### src/rtl/uart_boot_loader.sv
// UART program loader: receives a length-prefixed, XOR-checksummed image
// and writes it word-by-word into main memory, holding the core in reset.
module uart_boot_loader #(
    parameter int CLK_DIV   = 868,
    parameter int ADDR_W    = 12,
    parameter int MAX_WORDS = 1024
) (
    input  logic              clk,
    input  logic              rst,
    input  logic              rx,
    output logic              mem_we,
    output logic [ADDR_W-1:0] mem_addr,
    output logic [31:0]       mem_wdata,
    output logic              core_rst,
    output logic              boot_done,
    output logic              boot_err,
    output logic [15:0]       words_loaded
);

    localparam int CW = $clog2(CLK_DIV);
    localparam logic [CW-1:0] FULL = CW'(CLK_DIV - 1);
    localparam logic [CW-1:0] HALF = CW'(CLK_DIV / 2 - 1);
    localparam logic [15:0]   MAXW = 16'(MAX_WORDS);

    localparam logic [1:0] RX_IDLE  = 2'd0;
    localparam logic [1:0] RX_START = 2'd1;
    localparam logic [1:0] RX_DATA  = 2'd2;
    localparam logic [1:0] RX_STOP  = 2'd3;

    localparam logic [2:0] LEN0 = 3'd0;
    localparam logic [2:0] LEN1 = 3'd1;
    localparam logic [2:0] DATA = 3'd2;
    localparam logic [2:0] CSUM = 3'd3;
    localparam logic [2:0] DONE = 3'd4;
    localparam logic [2:0] ERR  = 3'd5;

    logic          rx_s1, rx_s2, rx_prev;
    logic [1:0]    rx_state;
    logic [CW-1:0] cnt;
    logic [2:0]    bitn;
    logic [7:0]    shreg;
    logic          byte_valid, frame_err;

    logic [2:0]    state;
    logic [15:0]   len;
    logic [1:0]    bcnt;
    logic [23:0]   wbuf;
    logic [7:0]    csum;
    logic [15:0]   n_full;

    always_ff @(posedge clk or posedge rst) begin
        if (rst) begin
            rx_s1   <= 1'b1;
            rx_s2   <= 1'b1;
            rx_prev <= 1'b1;
        end else begin
            rx_s1   <= rx;
            rx_s2   <= rx_s1;
            rx_prev <= rx_s2;
        end
    end

    always_ff @(posedge clk or posedge rst) begin
        if (rst) begin
            rx_state   <= RX_IDLE;
            cnt        <= '0;
            bitn       <= '0;
            shreg      <= '0;
            byte_valid <= 1'b0;
            frame_err  <= 1'b0;
        end else begin
            byte_valid <= 1'b0;
            frame_err  <= 1'b0;
            case (rx_state)
                RX_IDLE: begin
                    if (rx_prev && !rx_s2) begin
                        rx_state <= RX_START;
                        cnt      <= '0;
                    end
                end
                RX_START: begin
                    if (cnt == HALF) begin
                        cnt      <= '0;
                        bitn     <= '0;
                        rx_state <= rx_s2 ? RX_IDLE : RX_DATA;
                    end else begin
                        cnt <= cnt + 1'b1;
                    end
                end
                RX_DATA: begin
                    if (cnt == FULL) begin
                        cnt   <= '0;
                        shreg <= {rx_s2, shreg[7:1]};
                        bitn  <= bitn + 1'b1;
                        if (bitn == 3'd7) rx_state <= RX_STOP;
                    end else begin
                        cnt <= cnt + 1'b1;
                    end
                end
                RX_STOP: begin
                    if (cnt == FULL) begin
                        cnt        <= '0;
                        rx_state   <= RX_IDLE;
                        byte_valid <= rx_s2;
                        frame_err  <= !rx_s2;
                    end else begin
                        cnt <= cnt + 1'b1;
                    end
                end
                default: rx_state <= RX_IDLE;
            endcase
        end
    end

    assign n_full = {shreg, len[7:0]};

    always_ff @(posedge clk or posedge rst) begin
        if (rst) begin
            state        <= LEN0;
            len          <= '0;
            bcnt         <= '0;
            wbuf         <= '0;
            csum         <= '0;
            mem_we       <= 1'b0;
            mem_addr     <= '0;
            mem_wdata    <= '0;
            words_loaded <= '0;
        end else begin
            mem_we <= 1'b0;
            // Once the image is accepted the line is dead to us.
            if (frame_err && state != DONE && state != ERR) begin
                state <= ERR;
            end else if (byte_valid) begin
                case (state)
                    LEN0: begin
                        len[7:0] <= shreg;
                        csum     <= shreg;
                        state    <= LEN1;
                    end
                    LEN1: begin
                        len[15:8] <= shreg;
                        csum      <= csum ^ shreg;
                        bcnt      <= '0;
                        if (n_full > MAXW)       state <= ERR;
                        else if (n_full == 16'd0) state <= CSUM;
                        else                      state <= DATA;
                    end
                    DATA: begin
                        csum <= csum ^ shreg;
                        bcnt <= bcnt + 1'b1;
                        case (bcnt)
                            2'd0: wbuf[7:0]   <= shreg;
                            2'd1: wbuf[15:8]  <= shreg;
                            2'd2: wbuf[23:16] <= shreg;
                            default: begin
                                mem_we       <= 1'b1;
                                mem_addr     <= {words_loaded[ADDR_W-3:0], 2'b00};
                                mem_wdata    <= {shreg, wbuf};
                                words_loaded <= words_loaded + 16'd1;
                                if (words_loaded + 16'd1 == len) state <= CSUM;
                            end
                        endcase
                    end
                    CSUM: state <= (shreg == csum) ? DONE : ERR;
                    default: ;
                endcase
            end
        end
    end

    assign core_rst  = (state != DONE);
    assign boot_done = (state == DONE);
    assign boot_err  = (state == ERR);

endmodule

### config.mk
export PLATFORM = sky130hd
export DESIGN_NAME = uart_boot_loader
export DESIGN_NICKNAME = d
export VERILOG_FILES = /design/src/rtl/uart_boot_loader.sv
export SDC_FILE = /design/constraint.sdc
export NUM_CORES = 1
export LEC_CHECK = 0
export CAP_MARGIN = 20
export CORE_ASPECT_RATIO = 0.9
export CORE_UTILIZATION = 45
export CTS_BUF_LIST = sky130_fd_sc_hd__clkbuf_8
export DETAILED_ROUTE_END_ITERATION = 8
export GPL_TIMING_DRIVEN = 1
export PLACE_DENSITY = 0.66
export SLEW_MARGIN = 25
export SYNTH_ARGS = -nofsm -noshare
export SYNTH_HDL_FRONTEND = slang
export SYNTH_SLANG_ARGS = --single-unit
### constraint.sdc
create_clock -name clk -period 6.25 [get_ports clk]
set_clock_uncertainty 0.2 [all_clocks]
set_input_delay 1.25 -clock clk [delete_from_list [all_inputs] [get_ports clk]]
set_output_delay 1.25 -clock clk [all_outputs]
set_load 0.02 [all_outputs]
==> impl_metrics.py, run 1 <==
metrics = {
    "timing": {
        "hold_viol_final": 0,
        "min_period_ps": 3420,
        "setup_viol": 0,
        "slew-limit-headroom_pct": 35.8,
        "worstMarginPinSlew_ps": 957,
        "max_freq_mhz": 292,
        "final.setup.tns_ps": 0,
        "final_max_slew_viol_count": 0,
        "rsz0062_at_grt": "no",
        "layout_worst_path_cycle_share_pct": 54.7,
    },
    "placement": {
        "io_buffers": 64,
        "post_dp_cell_area_sq_mm": 0.00731,
        "place_congestion": 0.855,
        "hpwl_um": 9170,
    },
    "setup_path": {
        "reg2reg_slack_ps": 3450,
        "start_kind": "flip-flop",
        "cp_max_fo": 10,
        "critical_path_arrival_ps": 1970,
        "crit_path_end_kind": "primary output",
        "critPathKind": "flip-flop to primary output",
        "critical_path_required_ps": 4800,
    },
    "drt": {
        "drt-wirelength-per-cell_um": 16.0,
        "drt-total-wl_um": 13800,
        "drc": 0,
        "drt_pre_antenna_iters": 6,
        "route.antenna.remaining_nets": 0,
        "viasPerCell": 5.41,
        "total_via_count_after_detailed_routing": 4665,
        "drtIter0Drc": 270,
    },
    "synth": {
        "postSynthAreaPerCell_sq_um": 10.9,
        "main_combinational_cell_family_by_area_after_synthesis": "simple AND/OR/NAND/NOR gates",
        "synth_edf_count": 0,
        "mappedNetlistArea_sq_mm": 0.00659,
        "compound_gate_fraction_of_synth_area_pct": 7.10,
        "synth-simple-area-share_pct": 16.0,
        "top_area_cells_in_the_synthesized_netlist": "sky130_fd_sc_hd__dfrtp_1, sky130_fd_sc_hd__mux2_2, sky130_fd_sc_hd__nand2_1",
        "synth_async_sr_flop_share_pct": 100,
        "synthDominantAreaCellType": "sky130_fd_sc_hd__dfrtp_1",
        "post_synth_xor_area_fraction_pct": 5.94,
        "synth_mux_area_share_pct": 12.1,
        "synth-adder-area-share_pct": 1.90,
        "syn-instance-count": 606,
        "synth-seq-area-share_pct": 53.2,
        "postSynthRegisterBits": 140,
        "yosysUniqueCellTypes": 58,
        "synth.top_cell.area_share_pct": 52.0,
        "synth_warnings": 0,
        "ys.flop_type": "sky130_fd_sc_hd__dfrtp_1",
    },
    "grt": {
        "overflow": 0,
        "grt_first_pass_wirelength_um": 23200,
        "first_global_vias": 4688,
        "grt_max_degree": 85,
        "total_routing_resource_utilization_after_global_routing_pct": 20.2,
        "number_of_antenna_violations_at_the_first_check_in_global_routing": 0,
    },
    "clock_tree": {
        "clk_transition_reported_paths_ps": 80,
        "cts-resized-gates": 0,
        "clock_sink_count": 140,
        "clock_tree_from_tritoncts": "done",
        "post_cts_hold_buffer_count": 0,
        "buffer_count_from_post_cts_setup_fixing": 0,
        "cts_buffers": 17,
        "clk_root_buffer_cell": "sky130_fd_sc_hd__clkbuf_8",
        "cts-root-to-sink-buffers": 2,
        "worstSkewPairLatency_ps": 450,
        "cts_htree_levels": 4,
    },
    "floorplan": {
        "floorplan.initialDensity_pct": 46.5,
        "fp.dieH_um": 117,
        "rows": 41,
        "core_sq_mm": 0.0142,
        "top_level_ports": 67,
        "die_area_sq_mm": 0.0151,
        "die_width_um": 130,
    },
    "run_status": {
        "run_status": "finished, final reports clean",
    },
    "cells_and_area": {
        "antenna_cells": 0,
        "finish.net_count": 669,
        "final_area_sq_mm": 0.00773,
        "post_route_cells_drive_above_1_share_pct": 16.3,
        "area_growth_pct": 17.4,
    },
    "pwr": {
        "pwr_density_mw_per_mm2": 232,
        "worst_ir_drop_vdd_mv": 0.122,
        "power.leakage_nw": 3.67,
    },
    "job": {
        "max-cap-violations": 0,
    },
    "hold_path": {
        "hold_class": "flip-flop to flip-flop",
    },
}
==> final timing paths <==
| check | from | to | cells after the start |
|---|---|---|---|
| setup / recovery | state[1]$_DFFE_PP0P_ | boot_done | 4 |
| hold / removal | rx_s1$_DFF_PP1_ | rx_s2$_DFF_PP1_ | 0 |
| setup reg to reg | words_loaded[7]$_DFFE_PP0P_ | state[0]$_DFFE_PP0P_ | 7 |
| hold reg to reg | rx_s1$_DFF_PP1_ | rx_s2$_DFF_PP1_ | 0 |
| max in group asynchronous | rst | wbuf[20]$_DFFE_PP0P_ | 3 |
| min in group asynchronous | rst | mem_addr[4]$_DFFE_PP0P_ | 2 |
==> power by group <==
group / switching (mW) / internal, mW / leakage [nW]
logic: 0.0382 / 0.0225 / 1.52
clock network: 0.353 / 0.434 / 0.216
registers: 0.0228 / 0.926 / 1.93
total: 0.414 / 1.38 / 3.67
==> through the flow <==
step                setup slack (ps)  utilization (%)  power, mW  instances  hold slack (ps)
floorplan                       1050                -       1.01        607              145
global placement                3010             51.6       1.02        830              147
detailed placement              2960             51.6       1.03        830              147
CTS                             2810             54.6       1.82        862              158
global route                    2720             54.6       1.88        862              164
finish                          2830             54.6       1.80        862              158
==> critical path: stages (launching register included) <==
cell and delay, ps:
sky130_fd_sc_hd__dfrtp_1 480, sky130_fd_sc_hd__nand2b_1 210, sky130_fd_sc_hd__nand2b_1 180, sky130_fd_sc_hd__inv_1 60
sky130_fd_sc_hd__clkdlybuf4s50_1 590
==> cells by family after synthesis <==
kind of cell	after synthesis
adder cells (fa/ha/maj)	10
flip-flops	140
AO/OA/AOI/OAI	73
multiplexers	71
buffers and inverters	50
other	1
AND/OR/NAND/NOR	218
XOR/XNOR	43
==> flip-flops by register name, summed over array words and instances (netlist names), named ones only <==
register,flops
frame_err,1
csum,8
mem_wdata,32
state,3
mem_we,1
words_loaded,16
wbuf,24
rx_prev,1
shreg,8
byte_valid,1
len,16
rx_s1,1
rx_s2,1
rx_state,1
mem_addr,10
cnt,10
bitn,3
bcnt,2
==> synth_stat cells, drive strengths merged, types with 2 or more instances <==
cell	number
o21ai	25
and3	6
nor2	32
nor4	11
ha	10
and2	3
xnor2	23
nand3	10
and4	2
o311a	2
dfstp	3
inv	14
or3	5
a21oi	17
a311oi	7
buf	18
nand2	108
nor2b	2
nor3b	2
a31oi	3
mux2	67
o22ai	2
o221ai	2
xor2	19
o21bai	2
nand4	10
dfrtp	137
nand2b	13
a21boi	2
clkbuf	18
nor3	9
mux2i	4
==> placed cells by master, fill, tap and decap left out, types with 13 or more instances in the layout <==
cell type / count
sky130_fd_sc_hd__nor2_1: 32
sky130_fd_sc_hd__clkbuf_8: 17
sky130_fd_sc_hd__dfrtp_1: 137
sky130_fd_sc_hd__nand2b_1: 13
sky130_fd_sc_hd__xor2_1: 19
sky130_fd_sc_hd__xnor2_1: 23
sky130_fd_sc_hd__clkdlybuf4s50_1: 64
sky130_fd_sc_hd__o21ai_0: 22
sky130_fd_sc_hd__mux2_2: 67
sky130_fd_sc_hd__a21oi_1: 17
sky130_fd_sc_hd__nand2_1: 108
==> layout make-up <==
class                      count  area (sq um)
fill                        1257          6420
timing repair buffer          66           656
multi-input combinational    417          2840
inverter                      14          57.6
clock buffer                  17           234
tap                          193           241
clock inverter                15           195
sequential                   140          3510
==> per-layer routing <==
| layer | GRT usage, % | vias to the layer above | wire (um) |
|---|---|---|---|
| met1 | 26.0 | 2331 | 6240 |
| met3 | 4.91 | 28 | 577 |
| met4 | 9.53 | 0 | 278 |
| met5 | 0 | - | 0 |
| li1 | - | 2192 | - |
| met2 | 32.5 | 114 | 6700 |
Note: power is estimated with default switching activity, not from simulation.
==> run 2: changes to the inputs <==
--- a/config.mk
+++ b/config.mk
@@ -11,7 +11,7 @@
 export CTS_BUF_LIST = sky130_fd_sc_hd__clkbuf_8
 export DETAILED_ROUTE_END_ITERATION = 8
 export GPL_TIMING_DRIVEN = 1
-export PLACE_DENSITY = 0.66
+export PLACE_DENSITY = 0.68
 export SLEW_MARGIN = 25
 export SYNTH_ARGS = -nofsm -noshare
 export SYNTH_HDL_FRONTEND = slang
==> constraint.sdc (replaced) <==
create_clock -name clk -period 3 [get_ports clk]
set_clock_uncertainty 0.2 [all_clocks]
set_input_delay 0.6 -clock clk [delete_from_list [all_inputs] [get_ports clk]]
set_output_delay 0.6 -clock clk [all_outputs]
set_load 0.02 [all_outputs]
==> run 2 against run 1 <==
Net effect: die area stayed put; sequential power is 110% higher; wire length is 1.1% higher; non-clock buffer count rose by 8; critical path depth unchanged; critical endpoint unchanged.
==> impl_metrics.py, run 2 (same netlist as run 1, synthesis figures left out) <==
metrics = {
    "run_status": {
        "run_status": "finished, final reports clean",
    },
    "clock_tree": {
        "clk_transition_reported_paths_ps": 80,
        "cts-resized-gates": 0,
        "post_cts_hold_buffer_count": 0,
        "cts_buffers": 17,
        "clk_root_buffer_cell": "sky130_fd_sc_hd__clkbuf_8",
        "cts-root-to-sink-buffers": 2,
        "clock_tree_from_tritoncts": "done",
        "clock_sink_count": 140,
        "worstSkewPairLatency_ps": 440,
        "cts_htree_levels": 4,
        "buffer_count_from_post_cts_setup_fixing": 0,
    },
    "cells_and_area": {
        "top_register": "mem_wdata",
        "finish.net_count": 677,
        "final_common_cell": "sky130_fd_sc_hd__dfrtp_1",
        "antenna_cells": 0,
        "post_route_cells_drive_above_1_share_pct": 17.1,
        "layout_top_registers": "mem_wdata: 32 flops, wbuf: 24 flops",
        "flip_flop_count_of_the_largest_register_all_copies_and_words_added": 32,
        "most-common-layout-cells": "sky130_fd_sc_hd__dfrtp_1, sky130_fd_sc_hd__nand2_1, sky130_fd_sc_hd__mux2_2, sky130_fd_sc_hd__clkdlybuf4s50_1, sky130_fd_sc_hd__nor2_1",
        "area_growth_pct": 17.8,
    },
    "setup_path": {
        "critical_path_arrival_ps": 1960,
        "start_kind": "flip-flop",
        "critPathKind": "flip-flop to primary output",
        "crit_path_end_kind": "primary output",
        "cp_max_fo": 10,
        "critical_path_required_ps": 2200,
    },
    "timing": {
        "hold_viol_final": 0,
        "setup_viol": 0,
        "layout_worst_path_cycle_share_pct": 92.0,
        "rsz0062_at_grt": "no",
        "slew-limit-headroom_pct": 57.4,
        "worstMarginPinSlew_ps": 639,
        "final_max_slew_viol_count": 0,
        "max_freq_mhz": 362,
        "min_period_ps": 2760,
        "final.setup.worst_slack_ps": 239,
        "final.setup.tns_ps": 0,
    },
    "drt": {
        "drt-total-wl_um": 13900,
        "route.antenna.remaining_nets": 0,
        "viasPerCell": 5.36,
        "drt_pre_antenna_iters": 4,
        "drtIter0Drc": 342,
        "total_via_count_after_detailed_routing": 4665,
        "drc": 0,
        "drt-wirelength-per-cell_um": 16.0,
    },
    "job": {
        "max-cap-violations": 0,
    },
    "floorplan": {
        "floorplan.initialDensity_pct": 46.5,
        "die_area_sq_mm": 0.0151,
        "core_sq_mm": 0.0142,
        "die_width_um": 130,
        "fp.dieH_um": 117,
        "rows": 41,
        "top_level_ports": 67,
    },
    "pwr": {
        "power.leakage_nw": 3.68,
        "pwr_density_mw_per_mm2": 452,
        "worst_ir_drop_vdd_mv": 0.353,
    },
    "grt": {
        "overflow": 0,
        "number_of_antenna_violations_at_the_first_check_in_global_routing": 0,
        "grt_first_pass_wirelength_um": 23200,
        "grt_max_degree": 82,
        "total_routing_resource_utilization_after_global_routing_pct": 20.2,
        "first_global_vias": 4561,
    },
    "placement": {
        "hpwl_um": 9490,
        "io_buffers": 64,
        "place_worst_setup_slack_ps": 336,
        "place_congestion": 0.829,
    },
    "hold_path": {
        "hold_class": "flip-flop to flip-flop",
    },
}
[run 2: changes by cell type in the layout (fill, tap and decap cells not counted)]
cell                         before  now
sky130_fd_sc_hd__clkinvlp_4       2    6
sky130_fd_sc_hd__clkinv_1         1    0
sky130_fd_sc_hd__inv_1           12   14
sky130_fd_sc_hd__inv_6            3    2
sky130_fd_sc_hd__buf_4            2    8
sky130_fd_sc_hd__clkinv_2         5    3
sky130_fd_sc_hd__bufinv_16        4    1
sky130_fd_sc_hd__buf_12           0    2
sky130_fd_sc_hd__clkbuf_8        17   18
[run 2: path summary, 6_finish.rpt]
kind	endpoint	slack (ps)	cells after the start	start
setup / recovery	boot_done	240	4	state[1]$_DFFE_PP0P_
hold / removal	rx_s2$_DFF_PP1_	160	0	rx_s1$_DFF_PP1_
setup reg to reg	state[0]$_DFFE_PP0P_	340	8	words_loaded[0]$_DFFE_PP0P_
hold reg to reg	rx_s2$_DFF_PP1_	160	0	rx_s1$_DFF_PP1_
max in group asynchronous	rx_prev$_DFF_PP1_	1760	3	rst
min in group asynchronous	mem_wdata[23]$_DFFE_PP0P_	420	3	rst
[run 2: report_power, final]
part           internal (mW)  switching (mW)
logic                 0.0517          0.0827
clock network          0.674           0.724
registers               1.93          0.0441
[run 2: layout make-up]
type / count / area (sq um)
Sequential cell: 140 / 3510
Tap cell: 193 / 241
Fill cell: 1254 / 6400
Timing Repair Buffer: 74 / 741
Inverter: 14 / 56.3
Clock inverter: 14 / 121
Clock buffer: 18 / 248
Multi-Input combinational cell: 417 / 2840
[run 2: worst max-delay path: stages, from the launching register on]
cell and delay (ps):
sky130_fd_sc_hd__dfrtp_1 480, sky130_fd_sc_hd__nand2b_1 220, sky130_fd_sc_hd__nand2b_1 180, sky130_fd_sc_hd__inv_1 60, sky130_fd_sc_hd__clkdlybuf4s50_1 590
[run 2: per-stage QoR]
stage	hold WS, ps	util, %	power [mW]	cell area (sq um)	std cells
2_1_floorplan	145	-	2.10	6600	607
3_3_place_gp	146	52.2	2.14	7390	838
3_5_place_dp	148	52.2	2.15	7390	838
4_1_cts	160	54.8	3.55	7760	870
5_1_grt	167	54.8	3.67	7760	870
6_report	159	54.8	3.51	7760	870
[run 2: routing by layer]
| metal | part of all wire, % | wire length [um] | track usage (%) |
|---|---|---|---|
| met1 | 48 | 6640 | 27.7 |
| met2 | 47 | 6570 | 31.7 |
| met3 | 3.9 | 539 | 5.32 |
| met4 | 1.3 | 187 | 6.36 |
| met5 | 0 | 0 | 0 |
